## src/rtl/rf_alu_seq.sv

```systemverilog
// rf_alu_seq: multi-cycle controller that owns an 8-entry register file and
// a shared add/sub unit. One command is taken through a valid/ready
// handshake, its two sources are read on successive cycles, the result is
// computed and written back, and a one-cycle done pulse reports it.

module rf_alu_seq #(
    parameter int WIDTH = 8,
    parameter int NREG  = 8,
    localparam int AW   = $clog2(NREG)
) (
    input  logic             clk,
    input  logic             reset,
    input  logic             cmd_valid,
    output logic             cmd_ready,
    input  logic [1:0]       cmd_op,
    input  logic [AW-1:0]    cmd_rd,
    input  logic [AW-1:0]    cmd_rs1,
    input  logic [AW-1:0]    cmd_rs2,
    input  logic [WIDTH-1:0] cmd_imm,
    output logic             done,
    output logic [WIDTH-1:0] res_data,
    output logic             res_carry,
    input  logic [AW-1:0]    dbg_addr,
    output logic [WIDTH-1:0] dbg_data
);

    typedef enum logic [1:0] {
        S_IDLE,
        S_RDA,
        S_RDB,
        S_EXEC
    } state_t;

    typedef enum logic [1:0] {
        OP_ADD = 2'b00,
        OP_SUB = 2'b01,
        OP_LDI = 2'b10,
        OP_RSV = 2'b11
    } op_t;

    state_t           state;
    op_t              op_q;
    logic [AW-1:0]    rd_q;
    logic [AW-1:0]    rs1_q;
    logic [AW-1:0]    rs2_q;
    logic [WIDTH-1:0] imm_q;
    logic [WIDTH-1:0] a_q;
    logic [WIDTH-1:0] b_q;
    logic [WIDTH-1:0] rf [NREG];
    logic [WIDTH:0]   exec_sum;
    logic [NREG-1:0]  wr_en;

    assign cmd_ready = (state == S_IDLE);
    assign dbg_data  = rf[dbg_addr];

    // Shared add/sub unit; bit WIDTH is the ADD carry or the SUB borrow.
    // The reserved opcode behaves exactly like LDI.
    always_comb begin
        exec_sum = '0;
        case (op_q)
            OP_ADD:  exec_sum = {1'b0, a_q} + {1'b0, b_q};
            OP_SUB:  exec_sum = {1'b0, a_q} - {1'b0, b_q};
            default: exec_sum = {1'b0, imm_q};
        endcase
    end

    // One-hot write decode of the destination, enabled only in EXEC.
    always_comb begin
        wr_en = '0;
        if (state == S_EXEC) begin
            wr_en[rd_q] = 1'b1;
        end
    end

    // Register file storage; every entry is writable and clears on reset.
    always_ff @(posedge clk or posedge reset) begin
        if (reset) begin
            for (int i = 0; i < NREG; i++) begin
                rf[i] <= '0;
            end
        end else begin
            for (int i = 0; i < NREG; i++) begin
                if (wr_en[i]) begin
                    rf[i] <= exec_sum[WIDTH-1:0];
                end
            end
        end
    end

    // Sequencer: IDLE -> RDA -> RDB -> EXEC -> IDLE with registered results.
    always_ff @(posedge clk or posedge reset) begin
        if (reset) begin
            state     <= S_IDLE;
            op_q      <= OP_ADD;
            rd_q      <= '0;
            rs1_q     <= '0;
            rs2_q     <= '0;
            imm_q     <= '0;
            a_q       <= '0;
            b_q       <= '0;
            res_data  <= '0;
            res_carry <= 1'b0;
            done      <= 1'b0;
        end else begin
            done <= 1'b0;
            case (state)
                S_IDLE: begin
                    if (cmd_valid) begin
                        op_q  <= op_t'(cmd_op);
                        rd_q  <= cmd_rd;
                        rs1_q <= cmd_rs1;
                        rs2_q <= cmd_rs2;
                        imm_q <= cmd_imm;
                        state <= S_RDA;
                    end
                end
                S_RDA: begin
                    a_q   <= rf[rs1_q];
                    state <= S_RDB;
                end
                S_RDB: begin
                    b_q   <= rf[rs2_q];
                    state <= S_EXEC;
                end
                S_EXEC: begin
                    res_data  <= exec_sum[WIDTH-1:0];
                    res_carry <= exec_sum[WIDTH];
                    done      <= 1'b1;
                    state     <= S_IDLE;
                end
                default: state <= S_IDLE;
            endcase
        end
    end

endmodule
```

## config.mk

```make
export PLATFORM = sky130hd
export DESIGN_NAME = rf_alu_seq
export DESIGN_NICKNAME = d
export VERILOG_FILES = /design/src/rtl/rf_alu_seq.sv
export SDC_FILE = /design/constraint.sdc
export NUM_CORES = 1
export LEC_CHECK = 0
export BUFFER_PORTS_ARGS = -buffer_cell sky130_fd_sc_hd__clkbuf_2
export CORE_ASPECT_RATIO = 0.5
export CORE_MARGIN = 2
export CORE_UTILIZATION = 55
export DETAILED_ROUTE_END_ITERATION = 16
export GPL_ROUTABILITY_DRIVEN = 0
export GPL_TIMING_DRIVEN = 1
export MAX_ROUTING_LAYER = met4
export PLACE_DENSITY_LB_ADDON = 0.25
export SETUP_SLACK_MARGIN = 0.3
export SYNTH_ARGS = -nofsm -noshare
export SYNTH_HDL_FRONTEND = slang
export SYNTH_SLANG_ARGS = --single-unit
```

## constraint.sdc

```tcl
create_clock -name clk -period 3.4 [get_ports clk]
set_input_delay 0.51 -clock clk [delete_from_list [all_inputs] [get_ports clk]]
set_output_delay 0.51 -clock clk [all_outputs]
set_load 0.01 [all_outputs]
```

* Word-level counts from Yosys, hierarchy flattened
Cells that the tools add are included.
** Storage, ports and cells
- Word-level logic and storage cells :: 54
- Input bits :: 25
- Bits in registers :: 111
- Output and inout port bits :: 19
- Memories kept :: 0
- Latch bits :: 0
- ROM bits :: 0
- Bits in writable memories :: 0
** Cells by class
- Magnitude comparators :: 5
- $mul :: 0
- Bitwise gates (word level) :: 3
- Divide/modulo/power cells :: 0
- Eq/ne operators :: 5
- Reduce and logical (&&, ||, !) cells :: 4
- Shifts and indexed selects :: 0
- $add $sub $neg :: 2
- Mux-type cells :: 16
** Operators by type and width (number)
- $bmux 8 s3 :: 3
- $mux 8 :: 7
- $pmux 9 s2 :: 1
- $ge 4x4->1 const B :: 3
- $not 3->4 :: 3
- $add 8x8->9 :: 1
- $sub 8x8->9 :: 1
- $pmux 2 s4 :: 1
- $eq 2x1->1 const B :: 2
- $eq 2x2->1 const B :: 2
- $logic_not 2->1 :: 2
- $lt 3x4->1 const B :: 1
- $demux 1 s3 :: 1
- $ge 3x1->1 const B :: 1
- $mux 1 :: 2
- $mux 2 :: 1
- $ne 2x2->1 const B :: 1
- $reduce_and 2->1 :: 1
- $logic_and 1x1->1 :: 1

* Longest topological paths before layout
- Depth in word-level cells :: 5
- Gate-level depth with buffers :: 10
- Depth with buffers taken out :: 10

* Worst setup path before layout
No wires, ideal clock.
- Path type :: reg2reg
- Start :: register b_q[2]
- End :: register rf[47] (netlist name)
- Cell stages (with the launch flop) :: 10
- Data required time :: 3.267 ns
- Data arrival time :: 2.313 ns
- Setup time :: 0.133 ns
- Period minus slack after synthesis :: 2.447 ns
- Buffers on the path :: 0
- Path slack :: 0.953 ns
- Cells stage by stage :: dfrtp_1 nor4_1 a21oi_1 xnor2_1 ha_1 a21oi_1 o21ai_0 or3_1 a31oi_4 a31oi_1
** On the way
- Word-level cells in the longest chain between the ends :: 2
- Elaborated cells between the ends (all ways) :: 3
- Classes of those cells :: add/sub: 2; mux: 1
** RTL lines
- start, declared :: RTL line 48 : logic [WIDTH-1:0] b_q;
- start signal, assigned :: RTL line 122 : b_q <= rf[rs2_q];
- $sub 8x8->9 or $add 8x8->9 (tied branches) :: RTL line 62, 61
- $pmux 9 s2 * :: RTL line 60 : case (op_q)
- end signal, assigned by index :: RTL line 84 : rf[i] <= exec_sum[WIDTH-1:0];
- end, declared :: RTL line 49 : logic [WIDTH-1:0] rf [NREG];
Mark *: on every way between the ends. The rest lies on a longest branch, timed or not.
A chain may end at the register's enable or synchronous reset.

* Final worst setup path
- Start :: register b_q[2]
- End :: register rf[63] (netlist name)
The elaborated chain is that of the path after synthesis.

==> results by stage <==
Synth:
- Yosys mapped the design onto between 40 and 50 distinct sky130hd cell types.
- The dominant synthesized flop cell is sky130_fd_sc_hd__dfrtp_1.
- When the netlist entered floorplanning its net count stood at about 560.
- In this run the cell area of the synthesized design comes to 6100 µm².
- The synthesized area per cell is approximately 12 µm².
- The number of standard cells after synthesis is 524.
- Yosys printed 0 warnings.
- The number of flops mapped to enable cells by yosys is 0.
- The post-synthesis async set-or-reset flop share is 1.00.
- The share of the Yosys chip area taken by registers is 0.456.
- The count of state elements after synthesis is between 100 and 150.

Critical path:
- The worst setup path is captured at a flip-flop.
- The maximum fanout encountered on the critical timing path is 9.
- For the worst setup path, the data required time is between 3 and 4 ns.
- Data arrives at the worst endpoint at 3.03 ns.
- STA classifies the critical path startpoint as a flip-flop.
- The critical path is of the reg -> reg type.

Final layout:
- The number of antenna cells inserted is 0.
- The top cell types in the final layout, fill and taps aside, are sky130_fd_sc_hd__dfrtp_1, sky130_fd_sc_hd__nand2_1, sky130_fd_sc_hd__o21ai_0.
- After the flow finishes, the layout carries non-filler instances totaling between 700 and 800.
- The most common library cell in the layout ignoring fill and taps is sky130_fd_sc_hd__dfrtp_1.
- After filler insertion, the fill cell instance count of the layout stands at slightly below 900.
- The fraction of layout instances using a drive strength above 1 is 0.272.
- From synthesis to final layout, the design area changed by 10.3%.
- The total area of multi-input combinational cells is 3080 µm².
- The area taken by flip-flops and latches is about 2800 µm².
- In the final design database the tool counted between 500 and 600 nets.

Floorplanning:
- The die covers 12000 µm².
- The top-level port count is 44.
- In this run the horizontal extent of the chip is approximately 150 µm.
- The core area is around 11000 µm².
- For this configuration, the core starts out at a cell density of 0.559.
- The y dimension of the die is 78.4 µm.
- The row count is 27.

STA:
- The worst pin sits at a relative slew slack of 0.385.
- The final sum of negative setup slack is 0 ns.
- The number of endpoints failing setup at the final stage is 0.
- Setup repair after global routing left no endpoint under its margin.
- The part of the cycle the worst path needs is 0.834.
- The minimum clock period after layout is approximately 2.8 ns.
- For this run, the top clock speed supported by timing is roughly 350 MHz.
- The max-slew violation count came to 0.
- Across all hold checks on the routed design, the worst slack comes to 0.245 ns.
- The number of hold violations in the final report is 0.
- The actual slew at the worst max-slew pin is 0.920 ns.
- On the final layout, the worst clock skew is around 0.011 ns.

Drt:
- In the routed layout, each cell is associated on average with a via count of about 6.
- Summing over every cut layer, the via total after detailed routing is ~4200.
- The detailed router finished its first iteration with between 200 and 250 violations.
- After detailed routing, the average wire length per cell comes to slightly above 20 µm.
- The number of nets with antenna violations after detailed routing is 0.
- The number of remaining DRC errors is 0.
- The final wirelength is 14200 µm.
- For this run, the detailed router's first-pass iteration total came to 4.

Clock tree:
- The number of hold buffers added after CTS was 0.
- The number of H-tree branching levels is 3.
- The maximum buffer depth of the clock tree is 2.
- The number of buffers created by CTS is 9.
- The number of setup buffers added after CTS is 0.
- The tree is rooted in a sky130_fd_sc_hd__clkbuf_16.
- The total clock sinks is 111.
- The clock-pin slew on the worst setup and hold paths is 0.08 ns.
- The worst-skew pair later-pin latency is about 0.35 ns.
- After clock tree synthesis, the repair step resized 0 gates.
- TritonCTS built the clock tree.

Global routing:
- The total congestion overflow is 0.
- Entering global routing, the biggest net connects 112 pins.
- The global-route wire length before repair is 23300 µm.
- The via count of the first global-routing pass came to about 4200.
- The total routing resource utilization after global routing is 0.266.
- The number of antenna violations at the first check in global routing is 0.

Placed design:
- The post-detailed-placement half-perimeter wirelength is between 9000 and 10000 µm.
- The number of buffer cells added on primary ports is 43.
- The cell total after placement is 688.

Outcome:
- The run finished with clean final reports.

Min path:
- The min-delay analysis places its worst path in the category in -> async.

Run:
- The number of violations of the max-capacitance limit is 0.
## critical path, stage by stage (launching register included)
cell and delay (ns):
sky130_fd_sc_hd__dfrtp_1 0.45, sky130_fd_sc_hd__nor4_1 0.50, sky130_fd_sc_hd__a21oi_1 0.15, sky130_fd_sc_hd__xnor2_1 0.15, sky130_fd_sc_hd__ha_1 0.33, sky130_fd_sc_hd__a21oi_1 0.13, sky130_fd_sc_hd__o21ai_0 0.11, sky130_fd_sc_hd__or3_1 0.37
sky130_fd_sc_hd__a31oi_4 0.34, sky130_fd_sc_hd__a31oi_1 0.16
## cell usage after synthesis (2+ instances only)
master / number / area, µm²
sky130_fd_sc_hd__buf_4: 6 / 45.0
sky130_fd_sc_hd__xnor2_1: 8 / 70.1
sky130_fd_sc_hd__o21ai_1: 11 / 55.1
sky130_fd_sc_hd__clkbuf_1: 15 / 56.3
sky130_fd_sc_hd__nor2_1: 32 / 120
sky130_fd_sc_hd__nor3_1: 3 / 15.0
sky130_fd_sc_hd__a21oi_1: 37 / 185
sky130_fd_sc_hd__dfrtp_1: 111 / 2780
sky130_fd_sc_hd__a31oi_4: 2 / 42.5
sky130_fd_sc_hd__nand2_1: 67 / 251
sky130_fd_sc_hd__mux2i_1: 25 / 250
sky130_fd_sc_hd__ha_1: 13 / 163
sky130_fd_sc_hd__nand3_1: 5 / 25.0
sky130_fd_sc_hd__mux2_2: 27 / 304
sky130_fd_sc_hd__or3_1: 2 / 12.5
sky130_fd_sc_hd__mux4_2: 48 / 1080
sky130_fd_sc_hd__and2_1: 3 / 18.8
sky130_fd_sc_hd__nor2b_1: 4 / 25.0
sky130_fd_sc_hd__o21ai_0: 51 / 255
sky130_fd_sc_hd__buf_1: 2 / 7.51
sky130_fd_sc_hd__a21boi_0: 2 / 15.0
sky130_fd_sc_hd__buf_2: 9 / 45.0
sky130_fd_sc_hd__a31oi_1: 5 / 31.3
sky130_fd_sc_hd__inv_1: 18 / 67.6
## sequential cells by signal, indices dropped and copies added (netlist names)
name and flops:
a_q 8, b_q 8, done 1, imm_q 8, op_q 2, rd_q 3, res_carry 1, res_data 8
rf 64, rs1_q 3, rs2_q 3, state 2
## path summary, 6_finish.rpt
path,from,to,slack [ns],depth (start not counted)
max in group asynchronous,reset,b_q[4],2.61,3
worst min-delay path,reset,res_data[0],0.25,3
worst min register to register,imm_q[7],imm_q[7],0.51,1
worst max-delay path,b_q[2],rf[63],0.56,9
min in group clk,cmd_valid,state[1],0.38,2
worst max register to register,b_q[2],rf[63],0.56,9
## layout make-up
type | count | share of cell area
Clock buffer | 10 | 0.0355
Clock inverter | 6 | 0.0112
Inverter | 19 | 0.0112
Multi-Input combinational cell | 361 | 0.458
Sequential cell | 111 | 0.413
Tap cell | 145 | 0.0270
Timing Repair Buffer | 52 | 0.0439
## per-layer routing
| metal | vias up | GRT usage | part of all wire |
|---|---|---|---|
| met5 | - | - | 0 |
| met4 | 0 | 0.0537 | 0.0096 |
| li1 | 1964 | - | - |
| met3 | 14 | 0.0784 | 0.077 |
| met1 | 2140 | 0.373 | 0.46 |
| met2 | 119 | 0.391 | 0.45 |
## kinds of logic (layout without fill, tap and decap cells)
family,after synthesis,in the layout,synth area share
AO/OA/AOI/OAI,116,116,0.109
XOR/XNOR,9,9,0.0129
adder cells (fa/ha/maj),14,14,0.0300
buffers and inverters,52,87,0.0388
flip-flops,111,111,0.456
multiplexers,101,101,0.271
AND/OR/NAND/NOR,121,121,0.0831
## through the flow
stage	util	cell area, µm²	worst slack (ns)
detailed placement	0.588	6410	0.557
CTS	0.616	6730	0.575
global placement	0.588	6410	0.622
floorplan	-	6100	0.953
finish	0.616	6730	0.563
global route	0.616	6730	0.330
Power is not shown: default switching activity piles up to over one toggle a cycle in this logic, so the estimate is an artifact.
